$ cat src/rtl/lsync_peak_detect_pkg.sv
// lsync_peak_detect_pkg: shared state encoding and default widths for the LTS peak detector
package lsync_peak_detect_pkg;
  localparam int DEF_MAG_W = 11;
  localparam int DEF_IDX_W = 10;
  typedef enum logic [2:0] {IDLE, SEARCH, LOCK1, WAIT2, DONE} state_t;
endpackage

$ cat src/rtl/lsync_peak_detect_if.sv
// lsync_peak_detect_if: sample stream in, sync result out
interface lsync_peak_detect_if import lsync_peak_detect_pkg::*; #(
  parameter int MAG_W = DEF_MAG_W,
  parameter int IDX_W = DEF_IDX_W
);
  logic             start;
  logic             input_strobe;
  logic [MAG_W-1:0] threshold;
  logic [MAG_W-1:0] mag_in;
  logic             sync_found;
  logic             sync_fail;
  logic             busy;
  logic [IDX_W-1:0] peak_idx;
  logic [MAG_W-1:0] peak_val;
  modport master (
    output start, input_strobe, threshold, mag_in,
    input  sync_found, sync_fail, busy, peak_idx, peak_val
  );
  modport slave (
    input  start, input_strobe, threshold, mag_in,
    output sync_found, sync_fail, busy, peak_idx, peak_val
  );
endinterface

$ cat src/rtl/lsync_max_track.sv
// lsync_max_track: running max/argmax with clear; nxt_* is the value including the current sample
module lsync_max_track #(
  parameter int VAL_W = 11,
  parameter int IDX_W = 10
) (
  input  logic             CLK,
  input  logic             s_RST,
  input  logic             clr,
  input  logic             en,
  input  logic [VAL_W-1:0] val,
  input  logic [IDX_W-1:0] idx,
  output logic [VAL_W-1:0] nxt_val,
  output logic [IDX_W-1:0] nxt_idx,
  output logic             nxt_vld
);
  logic [VAL_W-1:0] max_val;
  logic [IDX_W-1:0] max_idx;
  logic             vld;
  logic             take;
  // strict compare keeps the earliest index on ties
  assign take    = en && (!vld || val > max_val);
  assign nxt_val = take ? val : max_val;
  assign nxt_idx = take ? idx : max_idx;
  assign nxt_vld = vld || en;
  always_ff @(posedge CLK)
    if (s_RST || clr) begin
      max_val <= '0;
      max_idx <= '0;
      vld     <= 1'b0;
    end else begin
      max_val <= nxt_val;
      max_idx <= nxt_idx;
      vld     <= nxt_vld;
    end
endmodule

$ cat src/rtl/lsync_peak_detect.sv
// lsync_peak_detect: finds the LTS correlation peak pair and reports the second peak
module lsync_peak_detect import lsync_peak_detect_pkg::*; #(
  parameter int MAG_W    = DEF_MAG_W,
  parameter int IDX_W    = DEF_IDX_W,
  parameter int SPACING  = 64,
  parameter int TOL      = 1,
  parameter int PEAK_WIN = 4,
  parameter int TIMEOUT  = 320
) (
  input logic                 CLK,
  input logic                 s_RST,
  lsync_peak_detect_if.slave  bus
);
  state_t           state;
  logic [IDX_W-1:0] idx, idx1, win, lo, hi, nxt_idx;
  logic [MAG_W-1:0] nxt_val;
  logic             nxt_vld, ge, in_win, last, decide, clr, en;
  assign ge     = bus.mag_in >= bus.threshold;
  assign lo     = idx1 + IDX_W'(SPACING - TOL);
  assign hi     = idx1 + IDX_W'(SPACING + TOL);
  assign in_win = idx >= lo && idx <= hi;
  assign last   = win + 1'b1 == IDX_W'(PEAK_WIN);
  assign decide = state == WAIT2 && idx == hi;
  // one tracker serves both peaks: it is emptied when the first-peak window closes
  assign clr = bus.start || (bus.input_strobe && ((state == LOCK1 && last) || decide));
  assign en  = bus.input_strobe && !bus.start &&
               ((state == SEARCH && ge) || state == LOCK1 || (state == WAIT2 && in_win && ge));
  lsync_max_track #(.VAL_W(MAG_W), .IDX_W(IDX_W)) u_track (
    .CLK(CLK), .s_RST(s_RST), .clr(clr), .en(en), .val(bus.mag_in), .idx(idx),
    .nxt_val(nxt_val), .nxt_idx(nxt_idx), .nxt_vld(nxt_vld)
  );
  always_ff @(posedge CLK)
    if (s_RST) begin
      state          <= IDLE;
      idx            <= '0;
      idx1           <= '0;
      win            <= '0;
      bus.sync_found <= 1'b0;
      bus.sync_fail  <= 1'b0;
      bus.busy       <= 1'b0;
      bus.peak_idx   <= '0;
      bus.peak_val   <= '0;
    end else begin
      bus.sync_found <= 1'b0;
      bus.sync_fail  <= 1'b0;
      if (bus.start) begin
        state    <= SEARCH;
        idx      <= '0;
        win      <= '0;
        bus.busy <= 1'b1;
      end else if (bus.input_strobe && state != IDLE) begin
        idx <= (idx == '1) ? idx : idx + 1'b1;
        case (state)
          SEARCH:
            if (ge) begin
              state <= LOCK1;
              win   <= IDX_W'(1);
            end else if (idx == IDX_W'(TIMEOUT - 1)) begin
              state         <= IDLE;
              bus.sync_fail <= 1'b1;
              bus.busy      <= 1'b0;
            end
          LOCK1: begin
            win <= win + 1'b1;
            if (last) begin
              state <= WAIT2;
              idx1  <= nxt_idx;
            end
          end
          WAIT2:
            if (decide) begin
              state          <= nxt_vld ? DONE : SEARCH;
              bus.sync_found <= nxt_vld;
              bus.sync_fail  <= !nxt_vld;
              if (nxt_vld) begin
                bus.peak_idx <= nxt_idx;
                bus.peak_val <= nxt_val;
              end
            end
          default: ;
        endcase
      end
    end
endmodule
$ cat src/flat_wrapper.sv
// flat-port wrapper written by rule: the top's interface ports become plain ports
module lsync_peak_detect_flat import lsync_peak_detect_pkg::*;
#(
  parameter int MAG_W    = DEF_MAG_W,
  parameter int IDX_W    = DEF_IDX_W,
  parameter int SPACING  = 64,
  parameter int TOL      = 1,
  parameter int PEAK_WIN = 4,
  parameter int TIMEOUT  = 320
)
  (CLK, s_RST, bus_start, bus_input_strobe, bus_threshold, bus_mag_in, bus_sync_found, bus_sync_fail, bus_busy, bus_peak_idx, bus_peak_val);
  lsync_peak_detect_if #(.MAG_W(MAG_W), .IDX_W(IDX_W)) bus_i ();
  input logic CLK;
  input logic s_RST;
  input wire logic [$bits(bus_i.start)-1:0] bus_start;
  input wire logic [$bits(bus_i.input_strobe)-1:0] bus_input_strobe;
  input wire logic [$bits(bus_i.threshold)-1:0] bus_threshold;
  input wire logic [$bits(bus_i.mag_in)-1:0] bus_mag_in;
  output wire logic [$bits(bus_i.sync_found)-1:0] bus_sync_found;
  output wire logic [$bits(bus_i.sync_fail)-1:0] bus_sync_fail;
  output wire logic [$bits(bus_i.busy)-1:0] bus_busy;
  output wire logic [$bits(bus_i.peak_idx)-1:0] bus_peak_idx;
  output wire logic [$bits(bus_i.peak_val)-1:0] bus_peak_val;
  assign bus_i.start = bus_start;
  assign bus_i.input_strobe = bus_input_strobe;
  assign bus_i.threshold = bus_threshold;
  assign bus_i.mag_in = bus_mag_in;
  assign bus_sync_found = bus_i.sync_found;
  assign bus_sync_fail = bus_i.sync_fail;
  assign bus_busy = bus_i.busy;
  assign bus_peak_idx = bus_i.peak_idx;
  assign bus_peak_val = bus_i.peak_val;
  lsync_peak_detect #(.MAG_W(MAG_W), .IDX_W(IDX_W), .SPACING(SPACING), .TOL(TOL), .PEAK_WIN(PEAK_WIN), .TIMEOUT(TIMEOUT)) u_core (.CLK(CLK), .s_RST(s_RST), .bus(bus_i));
endmodule
$ cat config.mk
export PLATFORM = sky130hd
export DESIGN_NAME = lsync_peak_detect_flat
export DESIGN_NICKNAME = d
export VERILOG_FILES = /design/src/rtl/lsync_peak_detect_pkg.sv /design/src/rtl/lsync_peak_detect_if.sv /design/src/rtl/lsync_max_track.sv /design/src/rtl/lsync_peak_detect.sv /design/src/flat_wrapper.sv
export SDC_FILE = /design/constraint.sdc
export NUM_CORES = 1
export LEC_CHECK = 0
export CORE_ASPECT_RATIO = 0.5
export CORE_UTILIZATION = 55
export DETAILED_ROUTE_END_ITERATION = 16
export MAX_ROUTING_LAYER = met4
export PLACE_DENSITY = 0.78
export SLEW_MARGIN = 25
export SYNTH_ARGS = -nofsm -noshare
export SYNTH_HDL_FRONTEND = slang
export SYNTH_HIERARCHICAL = 1
export SYNTH_SLANG_ARGS = --single-unit
$ cat constraint.sdc
create_clock -name CLK -period 6 [get_ports CLK]
set_input_delay 0.9 -clock CLK [delete_from_list [all_inputs] [get_ports CLK]]
set_output_delay 0.9 -clock CLK [all_outputs]
set_load 0.02 [all_outputs]
==> results of run 1 <==
[layout make-up]
type	instances	area share
multi-input cells	482	0.5530
flip-flops and latches	79	0.2650
repair buffers	53	0.08721
clock buffers	10	0.04004
well taps	117	0.02453
inverters	30	0.01887
clock inverters	6	0.01132
[cells by family after synthesis]
| kind of cell | count (synthesis) | share of synthesized area |
|---|---|---|
| and+or+nand+nor | 219 | 0.2059 |
| xor gates and xnor gates | 23 | 0.03859 |
| AOI/OAI and AO/OA | 183 | 0.2558 |
| buffers and inverters | 69 | 0.06591 |
| DFF | 79 | 0.3030 |
| muxes | 12 | 0.02301 |
| adders and majority gates | 45 | 0.1079 |
[layer usage]
layer | part of all wire | wire [um]
met3 | 0.057 | 719
met5 | 0 | 0
met2 | 0.45 | 5670
met4 | 0.012 | 150
met1 | 0.49 | 6166
[flip-flops by register name, summed over array words and instances, names as in the netlist]
register / count
u_core/idx1: 10
u_core/idx: 10
u_core/bus.sync_fail: 1
u_core/win: 10
u_core/bus.peak_val: 11
u_core/u_track/max_idx: 10
u_core/u_track/max_val: 11
u_core/bus.busy: 1
u_core/bus.sync_found: 1
u_core/bus.peak_idx: 10
u_core/state: 3
u_core/u_track/vld: 1
[worst max-delay path, cell delays in order, from the launching register on]
cell and delay (ns):
dfxtp_1 0.44, ha_1 0.23, nand3_1 0.12, nor2_1 0.21
o21ai_0 0.13, xor2_1 0.17, ha_1 0.28, nand2_1 0.10
nor4_4 0.38, a21oi_1 0.07, o21ai_0 0.13, a31oi_1 0.14
o22ai_2 0.12, buf_4 0.33, or2_2 0.23, nor3b_1 0.33
and4bb_1 0.83, nand2_1 0.15, a21oi_1 0.18
[worst paths after layout]
check | depth (start not counted) | slack (ns) | endpoint | startpoint
hold reg to reg | 2 | 0.45 | u_core/bus.peak_idx[6] | u_core/bus.peak_idx[6]
hold / removal | 2 | 0.45 | u_core/bus.peak_idx[6] | u_core/bus.peak_idx[6]
setup / recovery | 18 | 1.36 | u_core/bus.peak_idx[7] | u_core/idx1[0]
setup reg to reg | 18 | 1.36 | u_core/bus.peak_idx[7] | u_core/idx1[0]
[metrics by stage]
stage                     std cells  power (mW)    util
after global routing            777       1.231  0.6669
after detailed placement        761      0.6399  0.6327
after CTS                       777       1.200  0.6669
final                           777       1.195  0.6669
after global placement          761      0.6385  0.6327
after floorplan                 630      0.6049       -
[power groups by stage]
stage,sequential (mW),combinational (mW),clock [mW]
final,0.531,0.0992,0.565
after global routing,0.531,0.109,0.591
after CTS,0.531,0.0982,0.570
after detailed placement,0.543,0.0972,0
after global placement,0.543,0.0957,0
after floorplan,0.541,0.0641,0
[layout by cell type (no fill, tap or decap), drive strengths merged, types with 12 or more instances in the layout]
cell / n
nor2: 45
dfxtp: 79
nand2: 92
a21oi: 71
o21ai: 26
nand3: 16
xor2: 15
o211ai: 22
inv: 31
clkdlybuf4s50: 49
a31oi: 31
mux2i: 12
ha: 45
==> key figures, run 1 <==
Yosys
  • Largest cells by area after synthesis: dfxtp_1 30%, ha_1 11%, nand2_1 6.5%
  • Most frequent cells after synthesis: 91 x nand2_1, 79 x dfxtp_1, 45 x ha_1, 45 x nor2_1, 41 x a21oi_1
  • YS warnings: 6
  • Most common cell in the netlist: nand2_1
  • Share of the synthesized area in the top cell type: 0.3030
  • Syn Area/Cell: 8.286 um^2
  • Syn Inst Count: 630
  • Ys flop type: dfxtp_1
  • Distinct cells, synth: 62
  • Async SR Flop Fraction: 0
  • Mapped cell area: 5220 um^2
  • Syn nets: 701
  • EDFF count, synth: 0
  • Cell taking the most area after synthesis: dfxtp_1
  • Post-synthesis sequential area ratio: 0.3030
  • FF+latch count, synth: 79

GRT
  • GRT Resource Usage Total: 0.2727
  • GR Util met2: 0.4317
  • Initial antenna violation count: 0
  • Routing usage on met3: 0.06364
  • Aggregate global routing overflow: 0
  • Met1 Use GR: 0.3494
  • Largest net degree at the start of global routing: 40
  • Gr busiest metal: met2
  • Number of global-route vias before repair: 4,247
  • First-pass GRT wire length: 20.75 mm

Critical path
  • Critical Path RT: 6.27 ns
  • Worst-path fanout max: 23
  • Worst setup EP type: flip-flop
  • Worst Setup Path Type: reg -> reg
  • CP arrival: 4.91 ns
  • Crit path launch type: flip-flop

Place
  • Post-DP Area: 5662 um^2
  • Port buffer count: 49
  • DP Worst Slack: 1.184 ns
  • Dpl hpwl: 8.767 mm
  • Placer's final routability congestion estimate: 0.8964

Final layout
  • Post-route cell area: 5968 um^2
  • Multi-input logic area: 3301 um^2
  • FF+latch area: 1582 um^2
  • Nets: 726
  • P&R area growth vs syn: 14.33%
  • Number of diodes: 0
  • Fillcell total: 760
  • Layout cells sized above 1: 0.1288

Clock tree
  • CTS max path bufs: 2
  • # resized after CTS: 0
  • CTS H-Tree Depth: 3
  • Clk root buf: clkbuf_16
  • Clock sinks: 79
  • Worst skew pair latency: 0.34 ns
  • TritonCTS Buffers: 9
  • Clk slew on worst S/H paths: 0.06 ns
  • Cts hold-fix bufs: 0
  • Post-CTS setup buffer count: 0
  • TritonCTS clock tree: built

Timing
  • Final Cycle Share: 0.7737
  • Hold Fails Final Rpt: 0
  • Unrepaired setup endpoints after global routing: no
  • Max Slew Vio Count: 0
  • Max Clk Rate: 215.4 MHz
  • Worst Clk Skew: 0.008775 ns
  • Worst slew margin: 0.4249
  • Min Tclk post-route: 4.642 ns
  • Setup_tns: 0 ns
  • Final Setup Violations: 0
  • Setup WS post-layout: 1.358 ns
  • Hold slack: 0.4529 ns
  • Worst slew pin tran: 0.8627 ns

Power
  • Internal power: 0.9023 mW
  • Clock power frac: 0.473
  • Share of power burned in registers: 0.444
  • PD cells: 200.3 nW/um^2
  • Psw: 0.2929 mW
  • Peak supply drop: 158.9 uV
  • Leak Pwr: 2.321 nW
  • Switching Share: 0.2451
  • Combinational Power Share: 0.083

Floorplan
  • Num ports: 50
  • Core Footprint: 8949 um^2
  • Std-Cell Rows: 24
  • Die X: 139.8 um
  • Die Ht: 70.89 um
  • Starting Density: 0.5833
  • Die area: 9908 um^2

Route
  • Antenna viol nets, final: 0
  • Total wire length: 12.71 mm
  • Drt pass-1 iters: 6
  • Initial DRC Count: 386
  • # DRC: 0
  • Vias: 4,588
  • Vias per cell: 5.905
  • Avg WL per Cell: 16.35 um

Worst hold path
  • Min-Delay Path Class: reg -> reg

Run
  • Max cap viols: 0

Run status
  • Run status: completed
No activity file was read; power rests on OpenSTA's default activity.
==> run 2: changes to the inputs <==
==> constraint.sdc (replaced) <==
create_clock -name CLK -period 4.53 [get_ports CLK]
set_input_delay 0.6795 -clock CLK [delete_from_list [all_inputs] [get_ports CLK]]
set_output_delay 0.6795 -clock CLK [all_outputs]
set_load 0.02 [all_outputs]
==> key figures, run 2 (same netlist as run 1, synthesis figures left out) <==
Timing
  • Worst slew pin tran: 0.7859 ns
  • Worst slew margin: 0.4736
  • Max Slew Vio Count: 0
  • Setup_tns: 0 ns
  • Worst Clk Skew: 0.008615 ns
  • Unrepaired setup endpoints after global routing: no
  • Final Cycle Share: 0.8918
  • Min Tclk post-route: 4.040 ns
  • Hold Fails Final Rpt: 0
  • Max Clk Rate: 247.5 MHz
  • Final Setup Violations: 0

Critical path
  • CP arrival: 4.30 ns
  • Critical Path RT: 4.79 ns
  • Worst Setup Path Type: reg -> reg
  • Crit path launch type: flip-flop
  • Worst setup EP type: flip-flop
  • Worst-path fanout max: 21

Power
  • PD cells: 264.6 nW/um^2
  • Leak Pwr: 2.321 nW
  • Peak supply drop: 217.3 uV
  • Overall power: 1.582 mW

GRT
  • GRT Resource Usage Total: 0.2782
  • First-pass GRT wire length: 21.13 mm
  • Initial antenna violation count: 0
  • Number of global-route vias before repair: 4,303
  • Largest net degree at the start of global routing: 40
  • Aggregate global routing overflow: 0

Clock tree
  • TritonCTS clock tree: built
  • Clk slew on worst S/H paths: 0.06 ns
  • Cts hold-fix bufs: 0
  • Clock sinks: 79
  • CTS max path bufs: 2
  • Worst skew pair latency: 0.34 ns
  • TritonCTS Buffers: 9
  • CTS H-Tree Depth: 3
  • Clk root buf: clkbuf_16

Worst hold path
  • Min-Delay Path Class: reg -> reg

Floorplan
  • Core Footprint: 8949 um^2
  • Die X: 139.8 um
  • Die area: 9908 um^2
  • Std-Cell Rows: 24
  • Num ports: 50
  • Die Ht: 70.89 um
  • Starting Density: 0.5833

Place
  • Placer's final routability congestion estimate: 0.9856
  • Dpl hpwl: 8.901 mm
  • Post-DP Area: 5677 um^2
  • Port buffer count: 49

Route
  • Uppermost layer routed: met4
  • # DRC: 0
  • Antenna viol nets, final: 0
  • Initial DRC Count: 426
  • Met1 wire length: 6.221 mm
  • Avg WL per Cell: 16.46 um
  • Metal3 WL: 722 um
  • Met2 WL: 5.746 mm
  • Vias: 4,678
  • Total wire length: 12.82 mm
  • Vias per cell: 6.005
  • Drt pass-1 iters: 6

Final layout
  • Layout cells sized above 1: 0.1299
  • Most common cell after layout, fill and taps aside: nand2_1
  • Number of diodes: 0
  • P&R area growth vs syn: 14.50%
  • Regs by FF count: u_core/bus.peak_val (11), u_core/u_track/max_val (11)
  • Post-route cell area: 5977 um^2
  • Nets: 728
  • Commonest cells after routing, fill and taps aside: 91 x nand2_1, 79 x dfxtp_1, 49 x clkdlybuf4s50_1

Run
  • Max cap viols: 0

Run status
  • Run status: completed
==> run 2: layer usage <==
layer / GRT usage / vias to the layer above
li1: - / 2308
met4: 0.06105 / 0
met2: 0.4406 / 144
met3: 0.05755 / 16
met1: 0.3669 / 2210
met5: - / -
==> run 2: final timing paths <==
kind / startpoint / endpoint / slack (ns) / depth (start not counted)
worst min-delay path: u_core/bus.peak_idx[0] / u_core/bus.peak_idx[0] / 0.45 / 2
worst min register to register: u_core/bus.peak_idx[0] / u_core/bus.peak_idx[0] / 0.45 / 2
worst max register to register: u_core/idx1[2] / u_core/bus.peak_idx[1] / 0.49 / 17
worst max-delay path: u_core/idx1[2] / u_core/bus.peak_idx[1] / 0.49 / 17
==> run 2: timing repair <==
action,4_1_cts,5_1_grt
buffers inserted,0,0
hold endpoints to repair,0,0
gates resized for setup,0,1
endpoints found under the setup margin,0,21
==> run 2: layout make-up <==
class | count | area (um^2)
multi-input combinational | 482 | 3301
tap | 117 | 146.4
timing repair buffer | 55 | 535.5
clock buffer | 12 | 246.5
sequential | 79 | 1582
inverter | 30 | 112.6
fill | 757 | 2972
clock inverter | 4 | 53.80
==> run 2: per-stage QoR <==
step                      utilization  setup WS [ns]  cells  hold slack [ns]
after floorplan                     -          1.031    630           0.4669
after global placement         0.6344         0.5385    763           0.4371
after detailed placement       0.6344         0.3416    763           0.4450
after CTS                      0.6679         0.3036    779           0.4537
after global routing           0.6679        0.04311    779           0.4704
final                          0.6679         0.4904    779           0.4505
==> run 2: where the power goes <==
part / switching [mW] / total (mW) / internal, mW
clock network: 0.299 / 0.744 / 0.445
registers: 0.00609 / 0.704 / 0.698
logic: 0.0797 / 0.134 / 0.0544
total: 0.385 / 1.58 / 1.20
==> run 2: worst max-delay path: stages (launching register included) <==
cell and delay, ns:
dfxtp_1 0.54, nand2_1 0.11, nor3_1 0.26, a31oi_1 0.18, nor2_1 0.16, xnor2_1 0.08, ha_1 0.29, nand2_1 0.10
nor4_4 0.36, a21oi_1 0.07, o21ai_0 0.11, a31oi_1 0.13, o22ai_2 0.16, or2_2 0.19, nor3b_1 0.31, and4bb_2 0.64
nand2_1 0.10, a21oi_1 0.18
